$ cat config.mk
export PLATFORM = sky130hd
export DESIGN_NAME = cm_coef_loader
export DESIGN_NICKNAME = d
export VERILOG_FILES = /design/src/rtl/cm_coef_loader.sv
export SDC_FILE = /design/constraint.sdc
export NUM_CORES = 1
export LEC_CHECK = 0
export BUFFER_PORTS_ARGS = -buffer_cell sky130_fd_sc_hd__buf_2
export CAP_MARGIN = 20
export CORE_MARGIN = 2
export CORE_UTILIZATION = 58
export DETAILED_ROUTE_END_ITERATION = 10
export PLACE_DENSITY = 0.79
export SLEW_MARGIN = 30
export SYNTH_ARGS = -nofsm -noshare
export SYNTH_HDL_FRONTEND = slang
export SYNTH_SLANG_ARGS = --single-unit
$ cat constraint.sdc
create_clock -name CLK -period 4.85 [get_ports CLK]
set_input_delay 0.485 -clock CLK [delete_from_list [all_inputs] [get_ports CLK]]
set_output_delay 0.485 -clock CLK [all_outputs]
set_load 0.05 [all_outputs]
$ cat src/rtl/cm_coef_loader.sv
// Assembles a framed six-word complex-multiply coefficient set from din and commits it on scen_ch.
// Define LOADER_CKSUM_EN to append and check an XOR checksum word; otherwise frames are SYNC + 6 words.
module cm_coef_loader #(
    parameter int              DW        = 16,
    parameter logic [DW-1:0]   SYNC_WORD = 16'hA5C3,
    parameter int              ERR_W     = 8
) (
    input  logic             CLK,
    input  logic             reset,
    input  logic             din_valid,
    input  logic [DW-1:0]    din,
    input  logic             scen_ch,
    output logic             busy,
    output logic             pending,
    output logic             apply,
    output logic [ERR_W-1:0] err_cnt,
    output logic [DW-1:0]    int1_real,
    output logic [DW-1:0]    int1_img,
    output logic [DW-1:0]    int2_real,
    output logic [DW-1:0]    int2_img,
    output logic [DW-1:0]    int3_real,
    output logic [DW-1:0]    int3_img
);

    localparam int NW = 6;

    typedef enum logic [1:0] {S_HUNT, S_LOAD, S_CHECK} state_t;

    state_t        r_state;
    state_t        w_state_next;
    logic [2:0]    r_idx;
    logic [DW-1:0] r_stage [NW];
    logic [DW-1:0] r_pend  [NW];
    logic [DW-1:0] r_act   [NW];
    logic          r_pending;
    logic          r_apply;

    logic w_sync;
    logic w_take;
    logic w_last;
    logic w_good;
    logic w_commit;

    assign w_sync   = (r_state == S_HUNT) && din_valid && (din == SYNC_WORD);
    assign w_take   = (r_state == S_LOAD) && din_valid;
    assign w_last   = w_take && (r_idx == 3'd5);
    // Commit uses the old pending flag, so a set validated this same edge waits for the next strobe.
    assign w_commit = scen_ch && r_pending;

`ifdef LOADER_CKSUM_EN
    logic [DW-1:0]    r_cksum;
    logic [ERR_W-1:0] r_err_cnt;
    logic             w_bad;

    assign w_good = (r_state == S_CHECK) && din_valid && (din == r_cksum);
    assign w_bad  = (r_state == S_CHECK) && din_valid && (din != r_cksum);

    always_ff @(posedge CLK) begin
        if (reset) begin
            r_cksum   <= '0;
            r_err_cnt <= '0;
        end else begin
            if (w_sync)
                r_cksum <= '0;
            else if (w_take)
                r_cksum <= r_cksum ^ din;
            if (w_bad && (r_err_cnt != '1))
                r_err_cnt <= r_err_cnt + 1'b1;
        end
    end

    assign err_cnt = r_err_cnt;
`else
    assign w_good  = w_last;
    assign err_cnt = '0;
`endif

    // State register
    always_ff @(posedge CLK) begin
        if (reset)
            r_state <= S_HUNT;
        else
            r_state <= w_state_next;
    end

    // Next-state logic
    always_comb begin
        w_state_next = r_state;
        case (r_state)
            S_HUNT:  if (w_sync) w_state_next = S_LOAD;
`ifdef LOADER_CKSUM_EN
            S_LOAD:  if (w_last) w_state_next = S_CHECK;
            S_CHECK: if (din_valid) w_state_next = S_HUNT;
`else
            S_LOAD:  if (w_last) w_state_next = S_HUNT;
`endif
            default: w_state_next = S_HUNT;
        endcase
    end

    // Output logic
    always_comb begin
        busy = (r_state != S_HUNT);
    end

    always_ff @(posedge CLK) begin
        if (reset) begin
            r_idx     <= '0;
            r_pending <= 1'b0;
            r_apply   <= 1'b0;
        end else begin
            if (w_sync)
                r_idx <= '0;
            else if (w_take)
                r_idx <= r_idx + 3'd1;
            if (w_good)
                r_pending <= 1'b1;
            else if (w_commit)
                r_pending <= 1'b0;
            r_apply <= w_commit;
        end
    end

    // Per-lane staging, pending and active registers; the last data word bypasses staging.
    generate
        for (genvar gi = 0; gi < NW; gi++) begin : g_lane
            logic w_wr;
            assign w_wr = w_take && (r_idx == 3'(gi));

            always_ff @(posedge CLK) begin
                if (reset) begin
                    r_stage[gi] <= '0;
                    r_pend[gi]  <= '0;
                    r_act[gi]   <= '0;
                end else begin
                    if (w_wr)
                        r_stage[gi] <= din;
                    if (w_good)
                        r_pend[gi] <= w_wr ? din : r_stage[gi];
                    if (w_commit)
                        r_act[gi] <= r_pend[gi];
                end
            end
        end
    endgenerate

    assign pending   = r_pending;
    assign apply     = r_apply;
    assign int1_real = r_act[0];
    assign int1_img  = r_act[1];
    assign int2_real = r_act[2];
    assign int2_img  = r_act[3];
    assign int3_real = r_act[4];
    assign int3_img  = r_act[5];

endmodule

* Yosys cells after proc, flatten, opt, wreduce, memory -nomap -nowiden *
Memory sizes are Yosys's and may differ from the RTL's.
Index checks and enable logic that the tools add are counted.

word-level totals
  bits in read-only memories = 0
  bits in latches = 0
  memory bits (writable) = 288
  input port bits = 20
  register bits after elaboration = 7
  output and inout bits = 107
  memories = 3

cells by class
  equality and inequality tests = 9
  divide/modulo/power cells = 0
  bitwise logic cells = 18
  add/subtract/negate cells = 1
  $mul = 0
  mux-type cells = 52
  reduce and logical (&&, ||, !) cells = 16
  shift operators = 0
  $lt $le $gt $ge = 0

memories
  memory   depth  width  rd ports  clocked after memory_dff  wr ports  line  source
  r_act    6      16     6         0                         6         34    logic [DW-1:0] r_act [NW];
  r_pend   6      16     6         0                         6         33    logic [DW-1:0] r_pend [NW];
  r_stage  6      16     6         0                         6         32    logic [DW-1:0] r_stage [NW];

operator list
  kind                    count
  $mux W16                24
  $mux W1                 25
  $or A1 B1 Y1            18
  $eq A16 B16 Y1 const B  1
  $logic_and A1 B1 Y1     10
  $eq A3 B2 Y1 const B    2
  $eq A3 B3 Y1 const B    2
  $mux W2                 2
  $ne A2 B2 Y1 const B    2
  $pmux W2 S2             1
  $reduce_bool A2 Y1      2
  $add A3 B1 Y3 const B   1
  $eq A3 B1 Y1 const B    1
  $logic_not A3 Y1        1
  $eq A2 B1 Y1 const B    1
  $logic_not A2 Y1        1
  $reduce_and A2 Y1       1
  $reduce_or A2 Y1        1

* Depth between registers and ports, before layout *
  depth in word-level cells = 7
  depth in mapped cells = 8

* Least setup slack after synthesis *
No wires, ideal clock.

  path kind = input-to-reg
  from = input reset
  to = memory r_act[0][0], enable pin
  slack = 1.315 ns
  cell stages on the path = 4
  library setup time = 0.910 ns
  data arrival time = 2.625 ns
  path through = buf_6 inv_1 clkbuf_1 nand2_1

RTL lines
  element          line  source
  start, declared  9     input logic reset,
  end, declared    34

==> results.json <==
{
  "vias": 6088,
  "cts_sinks": 278,
  "cts_tree": "done",
  "peakVddDrop_v": 0.000329,
  "drt-pass1-iter-count": 5,
  "drtIter0Drc": 486,
  "synth-async-reset-ratio": 0,
  "grt_start_max_net_pins": 98,
  "utilization": 0.675,
  "ff2ff_setup_slack_ns": 2.64,
  "critical_path.cell_chain": "nand4b_2 > nand2_1",
  "path_class": "register to register",
  "post-route-period-util": 0.456,
  "grt_pass1_wl_mm": 31.9,
  "grt_pass1_vias": 5855,
  "synth_top_area_share": 0.729,
  "drive_gt1_frac": 0.211,
  "wl_per_cell_um": 18.0,
  "rr_endpoint": "r_stage[2][13]$_SDFFCE_PN0P_",
  "io_buffers": 118,
  "setup_viol": 0,
  "syn_avg_cell_area_um2": 14.5,
  "period_minus_slack_ns": 2.21,
  "grt_setup_unrepaired": "false",
  "critical_path_arrival_ns": 2.37,
  "power_frac_comb": 0.050,
  "grt.overflow.total": 0,
  "postSynthCellCount": 772,
  "ys_types": 39,
  "start_util": 0.595,
  "hp-class": "input port to register",
  "synth_edf_count": 272,
  "p_seq_frac": 0.546,
  "final_hold_viol_count": 0,
  "p_per_area_nw_per_um2": 393,
  "drv_cap": 0,
  "fp.coreArea_um2": 18800,
  "setup_ws_ns": 2.64,
  "place_congestion": 0.809,
  "synth_top_cells_by_area": "edfxtp_1 73%, and2_1 8.8%, nand2_1 3.5%, o21a_1 2.1%, a21oi_1 1.9%",
  "crit_path_end": "r_stage[2][13]$_SDFFCE_PN0P_",
  "crit_start": "r_state[0]$_SDFFE_PP0P_",
  "synth_most_common_cell": "edfxtp_1",
  "finalWirelength_mm": 20.6,
  "yosys.area.top_type": "edfxtp_1",
  "path_clk_slew_ns": 0.06,
  "tightest_slew_ns": 0.903,
  "ios": 127,
  "worst_ep_required_time_ns": 5.01,
  "place_ws_ns": 2.09,
  "clockRootBuffer": "clkbuf_16",
  "antenna_cells": 0,
  "max_stage_delay_ns": 0.70,
  "power_leakage_nw": 5.00,
  "fp.dieArea_um2": 20500,
  "max_freq_mhz": 452,
  "dp_hpwl_mm": 11.8,
  "cp-end-kind": "register",
  "outcome": "completed",
  "syn_area_um2": 11200,
  "p_clk_frac": 0.403,
  "critPathSlowestCell": "nand2_1",
  "skew_ns": 0.0140,
  "cts_buffers": 28,
  "area_growth_pct": 13.4,
  "drv_slew": 0,
  "route.detailed.drc": 0,
  "dieHeight_um": 143,
  "grt_usage": 0.207,
  "ant_nets": 0,
  "fin_tns_setup_ns": 0,
  "synthFlopType": "edfxtp_1",
  "holdBufCountCts": 0,
  "htreeDepth": 1,
  "critPathMaxFanout": 17,
  "cts_buffer_depth": 3,
  "synth_top_cells_by_count": "272 x edfxtp_1, 157 x and2_1, 105 x nand2_1, 42 x a21oi_1",
  "worst_skew_pair.late_latency_ns": 0.54,
  "slew_headroom": 0.398,
  "yosys_warnings": 0,
  "rows": 50,
  "internal_power_mw": 3.92,
  "worstSetupStartpointType": "register",
  "timing.rr.start": "r_state[0]$_SDFFE_PP0P_",
  "p_sw_mw": 1.08,
  "switching_share": 0.216,
  "nets": 888,
  "rr_worst_depth": 2,
  "yosysSeqAreaShare": 0.739,
  "die_x_um": 143,
  "synth-seq-cells": 278,
  "cts_resized": 0,
  "antenna_found_initial": 0,
  "cts_setup_buffers": 0,
  "via_per_inst": 5.33
}
placed cells by master, fill, tap and decap left out, types with 6 or more instances in the layout:
cell type / n
dfxtp_1: 6
and2_1: 157
clkbuf_1: 8
nand2_1: 103
buf_2: 118
a21oi_2: 7
and3_1: 31
a21oi_1: 42
clkbuf_16: 29
edfxtp_1: 272
o21a_1: 32
conb_1: 8
layer usage:
| layer | share of wire | up-vias | wire length [um] | global-route usage |
|---|---|---|---|---|
| met3 | 0.079 | 35 | 1630 | 0.0366 |
| met4 | 0.022 | 0 | 463 | 0.0558 |
| li1 | - | 2880 | - | - |
| met1 | 0.41 | 2934 | 8430 | 0.291 |
| met2 | 0.49 | 239 | 10100 | 0.337 |
| met5 | 0 | - | 0 | 0 |
power groups by stage:
stage                     sequential, mW  combinational, mW  clock, mW
after floorplan                     2.88             0.0783          0
after detailed placement            2.78              0.254          0
after global placement              2.78              0.250          0
after global routing                2.73              0.264       2.14
final                               2.73              0.252       2.02
after CTS                           2.73              0.254       2.04
sequential cells by signal, indices dropped and copies added (netlist names):
signal and cells:
r_state 1, pending 1, r_stage 80, apply 1, r_act 96, r_idx 3
r_pend 96
worst max-delay path: cells and delay by family, from the launching register on:
kind          cells  cell delay (ns)
simple gates      2             1.18
flops             1             0.65
how the worst min path moves through the flow:
stage          depth (start not counted)                        from  slack (ns)                     endpoint
6_report                               2                       reset        0.40        r_idx[0]$_SDFFE_PP0P_
5_1_grt                                2                     din[15]        0.40  r_pend[5][15]$_SDFFCE_PN0P_
4_1_cts                                2                       reset        0.38        r_idx[0]$_SDFFE_PP0P_
3_5_place_dp                           2        pending$_SDFFE_PP0P_        0.50         pending$_SDFFE_PP0P_
3_3_place_gp                           2        pending$_SDFFE_PP0P_        0.49         pending$_SDFFE_PP0P_
2_1_floorplan                          1  r_pend[0][0]$_SDFFCE_PN0P_        0.50    r_act[0][0]$_SDFFCE_PN0P_
stage by stage:
step	instance area, um2	hold WS (ns)	std cells	power, mW
2_1_floorplan	11200	0.497	779	2.96
3_3_place_gp	11800	0.492	1092	3.03
3_5_place_dp	11800	0.498	1092	3.03
4_1_cts	12700	0.381	1142	5.03
5_1_grt	12700	0.397	1143	5.14
6_report	12700	0.399	1143	5.00
cells by family after synthesis:
family                     Yosys count  share of synthesized area
DFF                                278                      0.739
adders and majority gates            5                    0.00558
buffers and inverters               75                     0.0372
AOI/OAI and AO/OA                   88                     0.0501
other                                1                   0.000335
and+or+nand+nor                    323                      0.166
xor gates and xnor gates             1                   0.000781
muxes                                1                   0.000893
cell type report:
type | instances | area (um2)
clock buffers | 39 | 783
clock inverters | 11 | 81.3
fillers | 1283 | 6120
inverters | 5 | 18.8
multi-input cells | 426 | 2550
flip-flops and latches | 278 | 8290
well taps | 260 | 325
repair buffers | 124 | 663
Note: power is estimated with default switching activity, not from simulation.
